File: src/rtl/vrotr32_seq.sv
// Lane-serial per-lane 32-bit rotate-right over a 128-bit state (inverse of the
// AES-unit left rotate). LANES_PER_CYCLE lanes are rotated per BUSY cycle.

module vrotr32_lane (
    input  logic [31:0] x,
    input  logic [4:0]  n,
    output logic [31:0] y
);
    // Rotating the doubled word keeps every shift below 64, so n=0 needs no special case.
    logic [63:0] dbl;
    assign dbl = {x, x} >> n;
    assign y   = dbl[31:0];
endmodule

module vrotr32_seq #(
    parameter int LANES_PER_CYCLE = 1
) (
    input  logic         clk,
    input  logic         rst,
    input  logic         in_valid,
    output logic         in_ready,
    input  logic [127:0] state_in,
    input  logic [127:0] bits_to_rotate,
    output logic         out_valid,
    input  logic         out_ready,
    output logic [127:0] state_out,
    output logic         busy
);
    if (!(LANES_PER_CYCLE == 1 || LANES_PER_CYCLE == 2 || LANES_PER_CYCLE == 4)) begin : g_bad_lpc
        $error("vrotr32_seq: LANES_PER_CYCLE must be 1, 2 or 4");
    end

    localparam logic [1:0] STEP = 2'(LANES_PER_CYCLE % 4);
    localparam logic [1:0] LAST = 2'(4 - LANES_PER_CYCLE);

    typedef enum logic [1:0] {IDLE, BUSY, DONE} st_t;

    typedef struct packed {
        logic [3:0][31:0] x;
        logic [3:0][4:0]  n;
    } op_t;

    st_t              st;
    logic [1:0]       cnt;
    op_t              op;
    logic [3:0][31:0] res;

    logic [LANES_PER_CYCLE-1:0][1:0]  grp_idx;
    logic [LANES_PER_CYCLE-1:0][31:0] grp_y;

    // Only the low 5 bits of each amount word are meaningful.
    logic unused_amt;
    assign unused_amt = ^bits_to_rotate;

    for (genvar k = 0; k < LANES_PER_CYCLE; k++) begin : g_lane
        assign grp_idx[k] = cnt + 2'(k);
        vrotr32_lane u_lane (
            .x (op.x[grp_idx[k]]),
            .n (op.n[grp_idx[k]]),
            .y (grp_y[k])
        );
    end

    always_ff @(posedge clk) begin
        if (rst) begin
            st        <= IDLE;
            cnt       <= 2'd0;
            op        <= '0;
            res       <= '0;
            out_valid <= 1'b0;
        end else begin
            case (st)
                IDLE: begin
                    if (in_valid) begin
                        op.x <= state_in;
                        for (int i = 0; i < 4; i++)
                            op.n[i] <= bits_to_rotate[i*32 +: 5];
                        cnt <= 2'd0;
                        st  <= BUSY;
                    end
                end
                BUSY: begin
                    for (int k = 0; k < LANES_PER_CYCLE; k++)
                        res[grp_idx[k]] <= grp_y[k];
                    cnt <= cnt + STEP;
                    if (cnt == LAST) begin
                        st        <= DONE;
                        out_valid <= 1'b1;
                    end
                end
                DONE: begin
                    if (out_ready) begin
                        st        <= IDLE;
                        out_valid <= 1'b0;
                    end
                end
                default: begin
                    st        <= IDLE;
                    out_valid <= 1'b0;
                end
            endcase
        end
    end

    assign in_ready  = (st == IDLE) && !rst;
    assign busy      = (st != IDLE);
    assign state_out = res;
endmodule

File: config.mk
export PLATFORM = sky130hd
export DESIGN_NAME = vrotr32_seq
export DESIGN_NICKNAME = d
export VERILOG_FILES = /design/src/rtl/vrotr32_seq.sv
export SDC_FILE = /design/constraint.sdc
export NUM_CORES = 1
export LEC_CHECK = 0
export ABC_CLOCK_PERIOD_IN_PS = 3110
export BUFFER_PORTS_ARGS = -buffer_cell sky130_fd_sc_hd__clkbuf_2
export CORE_MARGIN = 2
export CORE_UTILIZATION = 40
export CTS_CLUSTER_SIZE = 24
export DETAILED_ROUTE_END_ITERATION = 16
export PLACE_DENSITY_LB_ADDON = 0.3
export SYNTH_ARGS = -nofsm -noshare
export SYNTH_HDL_FRONTEND = slang
export SYNTH_SLANG_ARGS = --single-unit
File: constraint.sdc
create_clock -name clk -period 3.11 [get_ports clk]
set_input_delay 0.4665 -clock clk [delete_from_list [all_inputs] [get_ports clk]]
set_output_delay 0.4665 -clock clk [all_outputs]
set_load 0.02 [all_outputs]
==> results.yml <==
power:
  vdd_drop_max_mv: 0.3594
  p_leak_nw: 5.824
  pwr-share-clk_pct: 38.7
  p_int_mw: 6.564
  p_per_area_nw_per_um2: 592.9
  switchingPower_mw: 2.540
  p_total_mw: 9.104
  combPwrFrac_pct: 18.7
  sw_frac_of_total_pct: 27.90
  seqPwrFrac_pct: 42.6
final_layout:
  syn2layout_area_growth_pct: 21.45
  n_antenna_cell: 0
  drive_above_1_share_pct: 33.00
  final_cells: 1990
  postLayoutCoreUtil_pct: 49.04
  multiInputGateArea_um2: 6467
  n_fill_cell: 3019
  regArea_um2: 5628
  nNetsFinal: 1831
routing:
  highest_layer: "met4"
  wl_met3_um: 2392
  routed-via-count: 10490
  drc: 0
  wl_met2_um: 15410
  m1WireLength_um: 16470
  first_pass_iters: 5
  routed_wl_um: 34760
  first_iter_violations: 660
  wl_per_cell_um: 17.47
  ant_nets: 0
  drt-vias-per-instance: 5.272
critical_path:
  cp_cell_sequence: "mux4_2 > buf_12 > mux2_2 > o22ai_1 > a221o_1 > mux4_2 > a211oi_2"
  r2r_end: "state_out[15]"
  required_ps: 3570
  cpPeakStageDelay_ps: 620
  worstSetupPathType: "reg -> reg"
  startpoint_type: "flip-flop"
  r2r-start: "cnt[0]"
  r2r_setup_slack_ps: 160
  end_kind: "flip-flop"
  worst_ep_arrival_time_ps: 3410
  crit_path_frequent_cell: "mux4_2"
  r2r_cells: 7
  crit_slowest_cell: "mux4_2"
  path_max_fanout: 32
placement:
  dpl_worst_slack_ps: 189.3
  io_buffers: 282
  dp_hpwl_um: 24680
  routabilityCongestion: 0.9124
  dp_cells: 1938
synth:
  netlist_area_um2: 12640
  synth_cells: 1351
  synthArstFlopShare_pct: 0
  syn_area_per_cell_um2: 9.359
  ys_ff_latch: 281
  synth_cell_types: 39
  synth_area_leaders: "dfxtp_1 44%, mux4_2 12%, nand2_1 9.2%, a211oi_2 6.9%, a21oi_1 6.0%"
  synth.largest_area_cell: "dfxtp_1"
  synth_top_area_share_pct: 44.49
  yosysSeqAreaShare_pct: 44.49
  synthFlopType: "dfxtp_1"
  yosysWarnings: 0
  synth_most_common_cell: "nand2_1"
  synth-edff-count: 0
  synthTopCellsByCount: "311 x nand2_1, 281 x dfxtp_1, 152 x nor2_1, 151 x a21oi_1, 92 x clkbuf_1"
  synthesis.nets: 1615
clock_tree:
  cts-root-buf: "clkbuf_16"
  cts_tree: "yes"
  post_cts_buffers: 0
  numCtsBuffers: 29
  clk_path_buf_depth: 3
  htreeDepth: 1
  cts_sinks: 281
  path_clk_slew_ps: 60
  cts_resized: 0
  insertion_delay_ps: 540
  hold_buffers: 0
global_routing:
  grt_antenna_before_repair: 0
  grt_pass1_wl_um: 55300
  grt_usage_pct: 20.72
  overflow: 0
  grt_max_degree: 127
  grt_pass1_vias: 10030
timing:
  period_needed_ps: 2950
  relSlewSlack_pct: 49.03
  drv_slew: 0
  tightest_slew_ps: 764.5
  fin_ws_ps: 160.2
  final-setup-viol-count: 0
  final_hold_viol_count: 0
  timing.fmax_mhz: 339.0
  fin_crit_sh_pct: 94.85
  rsz0062_at_grt: "true"
  skew_ps: 17.46
worst_hold_path:
  hold_depth: 3
  hold_path.startpoint: "state_in[49]"
  hold_path.class: "in -> reg"
  hold_path_end: "op[69]"
floorplan:
  row_count: 65
  start_util_pct: 40.38
  pin_count: 391
  dieArea_um2: 33050
  dieWidth_um: 181.8
  coreArea_um2: 31310
  die_h_um: 181.8
run:
  cap_violations: 0
run_status:
  status: "completed"
==> worst max-delay path: cells and delay by family (launching register included) <==
family,cells,cell delay [ps]
compound gates,3,700
buf+inv,1,200
flops,1,440
mux,3,1510
==> cells by family (layout without fill, tap and decap cells) <==
| logic type | after synthesis | after routing | synth area share, % |
|---|---|---|---|
| buffers and inverters | 127 | 364 | 4.473 |
| multiplexers | 101 | 101 | 14.84 |
| AND/OR/NAND/NOR | 485 | 485 | 14.86 |
| flip-flops | 281 | 281 | 44.49 |
| adder cells (fa/ha/maj) | 4 | 4 | 0.3959 |
| AO/OA/AOI/OAI | 353 | 353 | 20.93 |
==> sequential cells by signal, summed over array words and instances, names as in the netlist <==
register,cells
cnt,2
op,148
out_valid,1
st,2
state_out,128
==> cell usage in the layout (no fill, tap or decap), drive strengths merged, types with 6 or more instances in the layout <==
master | Yosys | layout
mux4 | 67 | 67
mux2i | 12 | 12
and2 | 6 | 6
nand2 | 312 | 312
o211ai | 8 | 8
o22a | 12 | 12
dfxtp | 281 | 281
a211oi | 120 | 120
clkbuf | 92 | 324
a22o | 6 | 6
o21ai | 6 | 6
o22ai | 12 | 12
o21a | 8 | 8
buf | 31 | 27
o221ai | 12 | 12
nor2 | 153 | 153
mux2 | 22 | 22
a21oi | 151 | 151
==> power by group through the flow <==
stage                     logic [mW]  clock network, mW  registers (mW)
final                           1.71               3.52            3.88
after global routing            1.86               3.76            3.90
after CTS                       1.72               3.61            3.88
after detailed placement        1.71                  0            3.96
after global placement          1.69                  0            3.95
after floorplan                 1.08                  0            4.01
==> final cells by class <==
| type | count | area share (%) |
|---|---|---|
| clock buffers | 43 | 5.524 |
| inverters | 4 | 0.09778 |
| flip-flops and latches | 281 | 36.65 |
| multi-input cells | 943 | 42.12 |
| clock inverters | 9 | 0.8311 |
| well taps | 402 | 3.275 |
| repair buffers | 308 | 11.50 |
==> per-layer routing <==
layer  GRT usage [%]  vias up
met4           4.000        0
met2           32.49      352
met5               0        -
met3           3.470       33
met1           30.23     4887
li1                -     5219
==> worst max-delay path by stage <==
stage,from,end,slack (ps),cells after the start
3_3_place_gp,cnt[0],state_out[25],220,7
3_5_place_dp,cnt[0],state_out[0],190,6
2_1_floorplan,cnt[1],state_out[123],420,8
5_1_grt,cnt[0],state_out[0],-10,6
4_1_cts,cnt[0],state_out[0],160,6
6_report,cnt[0],state_out[15],160,7
==> metrics by stage <==
stage | setup TNS, ps | hold slack (ps) | cell area [um^2]
after floorplan | 0 | 433.1 | 12640
after global placement | 0 | 440.2 | 14380
after detailed placement | 0 | 444.7 | 14380
after CTS | 0 | 112.7 | 15360
after global routing | -39.92 | 127.1 | 15360
final | 0 | 143.1 | 15360
(Power assumes the default switching activity.)
